File: src/rtl/perf_counter_bank.sv
// Per-channel event counters plus a free-running cycle counter, with an atomic shadow
// snapshot and a registered read port. Define PERF_SAT_EN for saturating counters (default: wrap).
module perf_counter_bank #(
    parameter int unsigned NUM_CH = 4,
    parameter int unsigned CNT_W  = 32,
    parameter int unsigned SEL_W  = 4
) (
    input  logic              clk,
    input  logic              rst,
    input  logic              en,
    input  logic [NUM_CH-1:0] ev,
    input  logic              halt,
    input  logic              clear,
    input  logic              snap,
    input  logic [SEL_W-1:0]  rd_sel,
    input  logic              rd_en,
    output logic [CNT_W-1:0]  rd_data,
    output logic              rd_valid,
    output logic [NUM_CH:0]   ovf,
    output logic              frozen
);

    localparam int unsigned      NCNT    = NUM_CH + 1;
    localparam logic [CNT_W-1:0] CNT_MAX = '1;
`ifdef PERF_SAT_EN
    localparam bit SAT_EN = 1'b1;
`else
    localparam bit SAT_EN = 1'b0;
`endif

    typedef enum logic {
        S_RUN    = 1'b0,
        S_FROZEN = 1'b1
    } state_e;

    state_e           state_q, state_d;
    logic             frozen_q, frozen_d;
    logic [CNT_W-1:0] cnt_q    [NCNT];
    logic [CNT_W-1:0] cnt_d    [NCNT];
    logic [CNT_W-1:0] shadow_q [NCNT];
    logic [CNT_W-1:0] shadow_d [NCNT];
    logic [NUM_CH:0]  ovf_q, ovf_d;
    logic [NUM_CH:0]  inc_c;
    logic             count_en_c;
    logic [CNT_W-1:0] rd_mux_c;
    logic [CNT_W-1:0] rd_data_q, rd_data_d;
    logic             rd_valid_q;

    // Next-state logic: clear always returns to RUN, halt is only honoured while running
    always_comb begin
        state_d = state_q;
        if (clear) begin
            state_d = S_RUN;
        end else begin
            case (state_q)
                S_RUN:    if (halt) state_d = S_FROZEN;
                S_FROZEN: state_d = S_FROZEN;
                default:  state_d = S_RUN;
            endcase
        end
        frozen_d = (state_d == S_FROZEN);
    end

    // The halt cycle still counts because the gate uses the current state, not the next one
    assign count_en_c = (state_q == S_RUN) && en && !clear;
    assign inc_c      = {count_en_c, ev & {NUM_CH{count_en_c}}};

    always_comb begin
        ovf_d = ovf_q;
        for (int i = 0; i < int'(NCNT); i++) begin
            cnt_d[i]    = cnt_q[i];
            shadow_d[i] = shadow_q[i];
            if (clear) begin
                cnt_d[i]    = '0;
                shadow_d[i] = '0;
            end else begin
                if (snap) shadow_d[i] = cnt_q[i];
                if (inc_c[i]) begin
                    if (cnt_q[i] == CNT_MAX) begin
                        ovf_d[i] = 1'b1;
                        cnt_d[i] = SAT_EN ? CNT_MAX : '0;
                    end else begin
                        cnt_d[i] = cnt_q[i] + CNT_W'(1);
                    end
                end
            end
        end
        if (clear) ovf_d = '0;
    end

    // Read mux over the pre-snapshot shadows; indices past the cycle counter read as zero
    always_comb begin
        rd_mux_c = '0;
        for (int i = 0; i < int'(NCNT); i++) begin
            if (rd_sel == SEL_W'(i)) rd_mux_c = shadow_q[i];
        end
        rd_data_d = rd_en ? rd_mux_c : rd_data_q;
    end

    always_ff @(posedge clk or negedge rst) begin
        if (!rst) begin
            state_q    <= S_RUN;
            frozen_q   <= 1'b0;
            ovf_q      <= '0;
            rd_data_q  <= '0;
            rd_valid_q <= 1'b0;
            for (int i = 0; i < int'(NCNT); i++) begin
                cnt_q[i]    <= '0;
                shadow_q[i] <= '0;
            end
        end else begin
            state_q    <= state_d;
            frozen_q   <= frozen_d;
            ovf_q      <= ovf_d;
            rd_data_q  <= rd_data_d;
            rd_valid_q <= rd_en;
            for (int i = 0; i < int'(NCNT); i++) begin
                cnt_q[i]    <= cnt_d[i];
                shadow_q[i] <= shadow_d[i];
            end
        end
    end

    assign rd_data  = rd_data_q;
    assign rd_valid = rd_valid_q;
    assign ovf      = ovf_q;
    assign frozen   = frozen_q;

endmodule

File: config.mk
export PLATFORM = sky130hd
export DESIGN_NAME = perf_counter_bank
export DESIGN_NICKNAME = d
export VERILOG_FILES = /design/src/rtl/perf_counter_bank.sv
export SDC_FILE = /design/constraint.sdc
export NUM_CORES = 1
export LEC_CHECK = 0
export ABC_AREA = 1
export CAP_MARGIN = 20
export CORE_MARGIN = 1.5
export CORE_UTILIZATION = 28
export DETAILED_ROUTE_END_ITERATION = 12
export GPL_TIMING_DRIVEN = 0
export HOLD_SLACK_MARGIN = 0.1
export PLACE_DENSITY = 0.5
export RECOVER_POWER = 100
export SETUP_SLACK_MARGIN = 0.4
export SYNTH_ARGS = -nofsm -noshare
export SYNTH_HDL_FRONTEND = slang
export SYNTH_SLANG_ARGS = --single-unit
File: constraint.sdc
create_clock -name clk -period 2.3 [get_ports clk]
set_input_delay 0.345 -clock clk [delete_from_list [all_inputs] [get_ports clk]]
set_output_delay 0.345 -clock clk [all_outputs]
set_load 0.01 [all_outputs]
==> flow_summary_export.csv, run 1 <==
group,metric,value,unit
run_status,status,"complete, no violations",
floorplanning,die_h,262,um
finish,layout.nets,2618,
critical_path,cp.required,2740,ps
sta,fin_skew,30.5,ps
floorplanning,core_region_area,66200,um2
global_routing,grt_pass1_vias,16523,
detailed_routing,drt_iter0_markers,1664,
placed_design,pre_cts_ws,-345,ps
finish,drive_gt1_share,11.1,%
synthesis,syn-num-nets,2493,
floorplanning,die_w,262,um
global_routing,grt_first_pass_wirelength,102000,um
finish,most-common-layout-cells,"nand2_1, inv_1, dfrtp_1",
sta,postLayoutSetupSlackWorst,271,ps
global_routing,antenna_found_initial,0,
synthesis,netlist_instances,2473,
sta,relSlewSlack,37.1,%
job,maxCapViolCount,0,
sta,rsz0062_at_grt,"yes",
clock_tree,cts_tree,"built",
sta,final-setup-viol-count,0,
sta,max_slew.worst_pin.slew,943,ps
clock_tree,clk_path_buf_depth,3,
critical_path,setup.worst_path.end_class,"register",
clock_tree,cts_root_buf,"clkbuf_16",
clock_tree,htree_levels,2,
global_routing,grt_max_degree,101,
detailed_routing,drc_errors,0,
finish,area_delta_synth_final,19.1,%
power,pwr_density_cell,654,nW/um2
finish,fin_util,33.9,%
synthesis,seq_area_frac_synth,47.7,%
placed_design,io_buffers,51,
sta,fmax,0.493,GHz
placed_design,dpl.hpwl,50800,um
placed_design,place_congestion,0.910,
critical_path,crit_fanout,10,
global_routing,grtUsageTotal,19.3,%
clock_tree,cts_num_sinks,359,
detailed_routing,first_pass_iters,6,
finish,final_common_cell,"nand2_1",
sta,slew_violations,0,
critical_path,worstSetupStartpointType,"input pin",
critical_path,path_class,"in -> reg",
placed_design,placed_cell_area,20500,um2
clock_tree,worstSkewPairLatency,580,ps
floorplanning,start_util,28.4,%
detailed_routing,vias,17097,
detailed_routing,wl,67700,um
sta,fin_crit_sh,88.2,%
synthesis,synth_cell_type_count,41,
global_routing,grt_overflow,0,
power,leakage,9.22,nW
floorplanning,fp.dieArea,68800,um2
floorplanning,io_pins,54,
critical_path,critical_path_arrival,2470,ps
floorplanning,fp-row-count,94,
synthesis,syn_avg_cell_area,7.62,um2
power,ir_drop,533,uV
finish,design_area,22400,um2
hold_path,hold_class,"in -> reg",
detailed_routing,wl_per_cell,19.4,um
clock_tree,cts_buffers,44,
synthesis,ys_seq_elements,359,
detailed_routing,viasPerCell,4.89,
clock_tree,clk_pin_slew,60,ps
synthesis,yosys_warnings,0,
sta,finalHoldViolCount,0,
detailed_routing,ant_nets,0,
sta,min_period,2030,ps
synthesis,syn_area,18800,um2
==> logic make-up after synthesis <==
logic type,count (synthesis),synth area share (%)
AND/OR/NAND/NOR,1218,28.0
adder cells (fa/ha/maj),5,0.332
multiplexers,1,0.0531
XOR/XNOR,59,2.74
AO/OA/AOI/OAI,342,10.7
buffers and inverters,489,10.5
flip-flops,359,47.7
==> registers in the layout, indices dropped and copies added (netlist names) <==
signal	flops
cnt_q	160
shadow_q	160
rd_data	32
ovf	5
frozen	1
rd_valid	1
==> final timing paths <==
| path | startpoint | end | slack (ps) | cells after the start |
|---|---|---|---|---|
| max | rd_sel[1] | rd_data[3]$_DFFE_PN0P_ | 270 | 6 |
| min | snap | shadow_q[16]$_DFFE_PN0P_ | 190 | 3 |
| max reg2reg | cnt_q[97]$_DFFE_PN0P_ | cnt_q[100]$_DFFE_PN0P_ | 270 | 9 |
| min reg2reg | rd_data[24]$_DFFE_PN0P_ | rd_data[24]$_DFFE_PN0P_ | 480 | 2 |
| max in group asynchronous | rst | cnt_q[144]$_DFFE_PN0P_ | 580 | 3 |
| min in group asynchronous | rst | cnt_q[48]$_DFFE_PN0P_ | 310 | 2 |
==> cells in the mapped netlist (all sizes together) <==
cell | n | share of area, %
nor3b | 1 | 0.040
xor2 | 57 | 2.7
and3 | 1 | 0.033
clkbuf | 27 | 0.54
dfrtp | 359 | 48
nor3 | 89 | 2.7
a31oi | 2 | 0.066
o22ai | 175 | 6.0
and2 | 1 | 0.033
nand3 | 169 | 4.6
nor2 | 296 | 6.6
nand4 | 52 | 1.7
clkinv | 1 | 0.020
a21boi | 1 | 0.040
or2 | 1 | 0.033
a21oi | 20 | 0.59
o21ai | 142 | 3.9
inv | 400 | 8.0
xnor2 | 2 | 0.093
mux2i | 1 | 0.053
ha | 5 | 0.33
nand3b | 1 | 0.040
o2111ai | 2 | 0.093
buf | 61 | 2.0
nand2 | 607 | 12
==> per-stage QoR <==
stage | setup TNS [ps] | std cells | power (mW) | hold slack, ps
floorplan | 0 | 2473 | 6.84 | 49.4
global placement | -5670440 | 3388 | 7.26 | 469
detailed placement | -22510 | 3391 | 7.27 | 354
CTS | 0 | 3479 | 14.8 | 159
global route | 0 | 3496 | 15.2 | 184
finish | 0 | 3497 | 14.7 | 191
==> metal layers <==
| metal | wire length [um] | GRT usage [%] | vias up |
|---|---|---|---|
| li1 | - | - | 8219 |
| met1 | 31700 | 27.4 | 8276 |
| met2 | 30200 | 29.6 | 519 |
| met3 | 4200 | 3.86 | 83 |
| met4 | 1550 | 5.39 | 0 |
| met5 | 0 | 0 | - |
==> final cells by class <==
type                       count  area (um2)
tap                          864        1080
clock inverter                20         254
multi-input combinational   1626        8040
timing repair buffer          78         761
sequential                   359        9000
inverter                     401        1510
fill                        7046       43800
antenna                        1        2.50
buffer                        88         494
clock buffer                  60        1300
==> critical path: stages <==
cell and delay, ps:
clkdlybuf4s50_1 610, nand3b_1 310, clkbuf_1 460, o22ai_1 230, nor3_1 380, o21ai_0 130
==> report_power, final <==
group / switching, mW / internal [mW] / leakage [nW]
registers: 0.0305 / 6.35 / 4.98
logic: 0.601 / 0.212 / 3.47
clock network: 2.95 / 4.53 / 0.764
total: 3.58 / 11.1 / 9.22
==> repair_timing <==
item	CTS	global route
hold buffers	1	0
setup buffers	6	16
gates cloned	1	1
pin swaps	3	7
resized for setup	24	84
endpoints found under the setup margin	144	241
endpoints found under the hold margin	63	0
(Power assumes the default switching activity.)
==> run 2: changes to the inputs <==
Settings changed: ABC_CLOCK_PERIOD_IN_PS set to 2300.
==> results of run 2 <==
Final layout, timing and power as in run 1 (identical DEF).
==> run 3: changes to the inputs <==
Settings changed: SLEW_MARGIN set to 10.
==> flow_summary_export.csv, run 3 (same netlist as run 1, synthesis figures left out) <==
group,metric,value,unit
floorplanning,fp.dieArea,68800,um2
power,pwr_density_cell,639,nW/um2
critical_path,crit_slowest_cell,"clkdlybuf4s50_1",
detailed_routing,vias,17103,
critical_path,crit_fanout,10,
finish,stdcell_count,3492,
sta,relSlewSlack,37.5,%
power,comb_power_share,5.7,%
finish,fin_util,33.7,%
critical_path,cpPeakStageDelay,630,ps
detailed_routing,viasPerCell,4.90,
floorplanning,fp-row-count,94,
global_routing,grtUsageTotal,19.2,%
floorplanning,die_h,262,um
finish,multi_input_area,8040,um2
global_routing,grt_first_pass_wirelength,102000,um
sta,slew_violations,0,
finish,most-common-layout-cells,"nand2_1, inv_1, dfrtp_1",
critical_path,critical_path_arrival,2510,ps
sta,fin_skew,40.4,ps
global_routing,antenna_found_initial,2,
clock_tree,htree_levels,2,
power,swShare,24.6,%
power,intPower,10.7,mW
finish,area_delta_synth_final,18.3,%
floorplanning,io_pins,54,
clock_tree,cts_root_buf,"clkbuf_16",
power,ir_drop,402,uV
critical_path,cp.required,2750,ps
global_routing,grt_overflow,0,
sta,min_period,2060,ps
detailed_routing,drc_errors,0,
finish,fill_cells,7086,
power,p_switching,3.50,mW
global_routing,grt_max_degree,101,
hold_path,hold_class,"in -> reg",
critical_path,path_cells,"clkdlybuf4s50_1 > nor2_1 > nand2_2 > clkbuf_1 > nand3_1 > o21ai_1 > o21ai_0",
sta,fin_crit_sh,89.6,%
critical_path,critPathTopFamily,"buffers and inverters",
clock_tree,clk_pin_slew,60,ps
clock_tree,clk_path_buf_depth,3,
critical_path,path_class,"in -> reg",
detailed_routing,ant_nets,0,
sta,finalSetupTns,0,ps
finish,drive_gt1_share,10.4,%
detailed_routing,first_pass_iters,5,
finish,final_common_cell,"nand2_1",
power,pwr-share-clk,49.5,%
clock_tree,cts_tree,"built",
sta,max_slew.worst_pin.slew,938,ps
floorplanning,start_util,28.4,%
critical_path,setup.worst_path.end_class,"register",
detailed_routing,wl,67500,um
clock_tree,cts_buffers,44,
floorplanning,die_w,262,um
clock_tree,worstSkewPairLatency,590,ps
run_status,status,"complete, no violations",
placed_design,place_inst,3391,
critical_path,worstSetupStartpointType,"input pin",
power,total_power,14.2,mW
power,power_frac_seq,44.8,%
sta,rsz0062_at_grt,"yes",
floorplanning,core_region_area,66200,um2
placed_design,place_congestion,0.910,
placed_design,io_buffers,51,
finish,layout.nets,2616,
finish,seqCellArea,9000,um2
sta,finalHoldViolCount,0,
clock_tree,cts_num_sinks,359,
job,maxCapViolCount,0,
sta,final-setup-viol-count,0,
placed_design,dpl.hpwl,50800,um
sta,fmax,0.485,GHz
global_routing,grt_pass1_vias,16392,
critical_path,critPathBufInv,2,
power,leakage,9.15,nW
detailed_routing,wl_per_cell,19.3,um
detailed_routing,drt_iter0_markers,1425,
run 3: cell count changes in the layout (fill, tap and decap cells not counted), sizes merged:
| cell | delta |
|---|---|
| clkinvlp | -3 |
| buf | -4 |
| clkinv | -3 |
| dlygate4sd2 | +7 |
| dlymetal6s2s | -1 |
| clkdlybuf4s50 | -3 |
| clkdlybuf4s25 | -4 |
| clkbuf | +8 |
| bufinv | -1 |
| inv | -1 |
run 3: final timing paths:
| check | cells past startpoint | slack (ps) | from | end |
|---|---|---|---|---|
| max in group asynchronous | 3 | 640 | rst | rd_data[6]$_DFFE_PN0P_ |
| max | 7 | 240 | rd_sel[1] | rd_data[8]$_DFFE_PN0P_ |
| min | 2 | 170 | clear | frozen$_DFF_PN0_ |
| min reg2reg | 2 | 490 | rd_data[24]$_DFFE_PN0P_ | rd_data[24]$_DFFE_PN0P_ |
| max reg2reg | 9 | 290 | cnt_q[96]$_DFFE_PN0P_ | cnt_q[100]$_DFFE_PN0P_ |
| min in group asynchronous | 2 | 320 | rst | cnt_q[43]$_DFFE_PN0P_ |
run 3: repair_timing:
action,CTS,global route
resized for setup,31,81
hold endpoints to repair,63,0
buffers inserted,4,16
setup endpoints to repair,150,243
hold buffers,1,0
pin swaps,4,13
cloned,1,1
run 3: through the flow:
| stage | setup slack, ps | hold slack [ps] | cell area (um2) |
|---|---|---|---|
| global route | 152 | 174 | 22300 |
| finish | 238 | 173 | 22300 |
| detailed placement | -345 | 354 | 20500 |
| global placement | -15780 | 469 | 20400 |
| floorplan | 707 | 49.4 | 18800 |
| CTS | 391 | 143 | 22000 |
run 3: area by class of cell:
cell class                      count  area share [%]
Antenna cell                        1          0.0112
Buffer                             88            2.23
Clock buffer                       65            5.56
Clock inverter                     12           0.831
Inverter                          401            6.79
Multi-Input combinational cell   1626            36.1
Sequential cell                   359            40.4
Tap cell                          864            4.85
Timing Repair Buffer               76            3.31
run 3: metal layers:
metal  track usage [%]  part of all wire [%]  up-vias
li1                  -                     -     8216
met1              27.5                    47     8285
met2              29.7                    44      519
met3              3.20                   5.8       81
met4              5.30                   2.4        2
met5                 0                 0.010        -
run 3: power by group through the flow:
stage / Sequential [mW] / Combinational (mW) / Clock, mW
floorplan: 6.50 / 0.340 / 0
global placement: 6.51 / 0.752 / 0
detailed placement: 6.50 / 0.775 / 0
CTS: 6.39 / 0.786 / 7.22
global route: 6.39 / 0.885 / 7.46
finish: 6.39 / 0.811 / 7.05
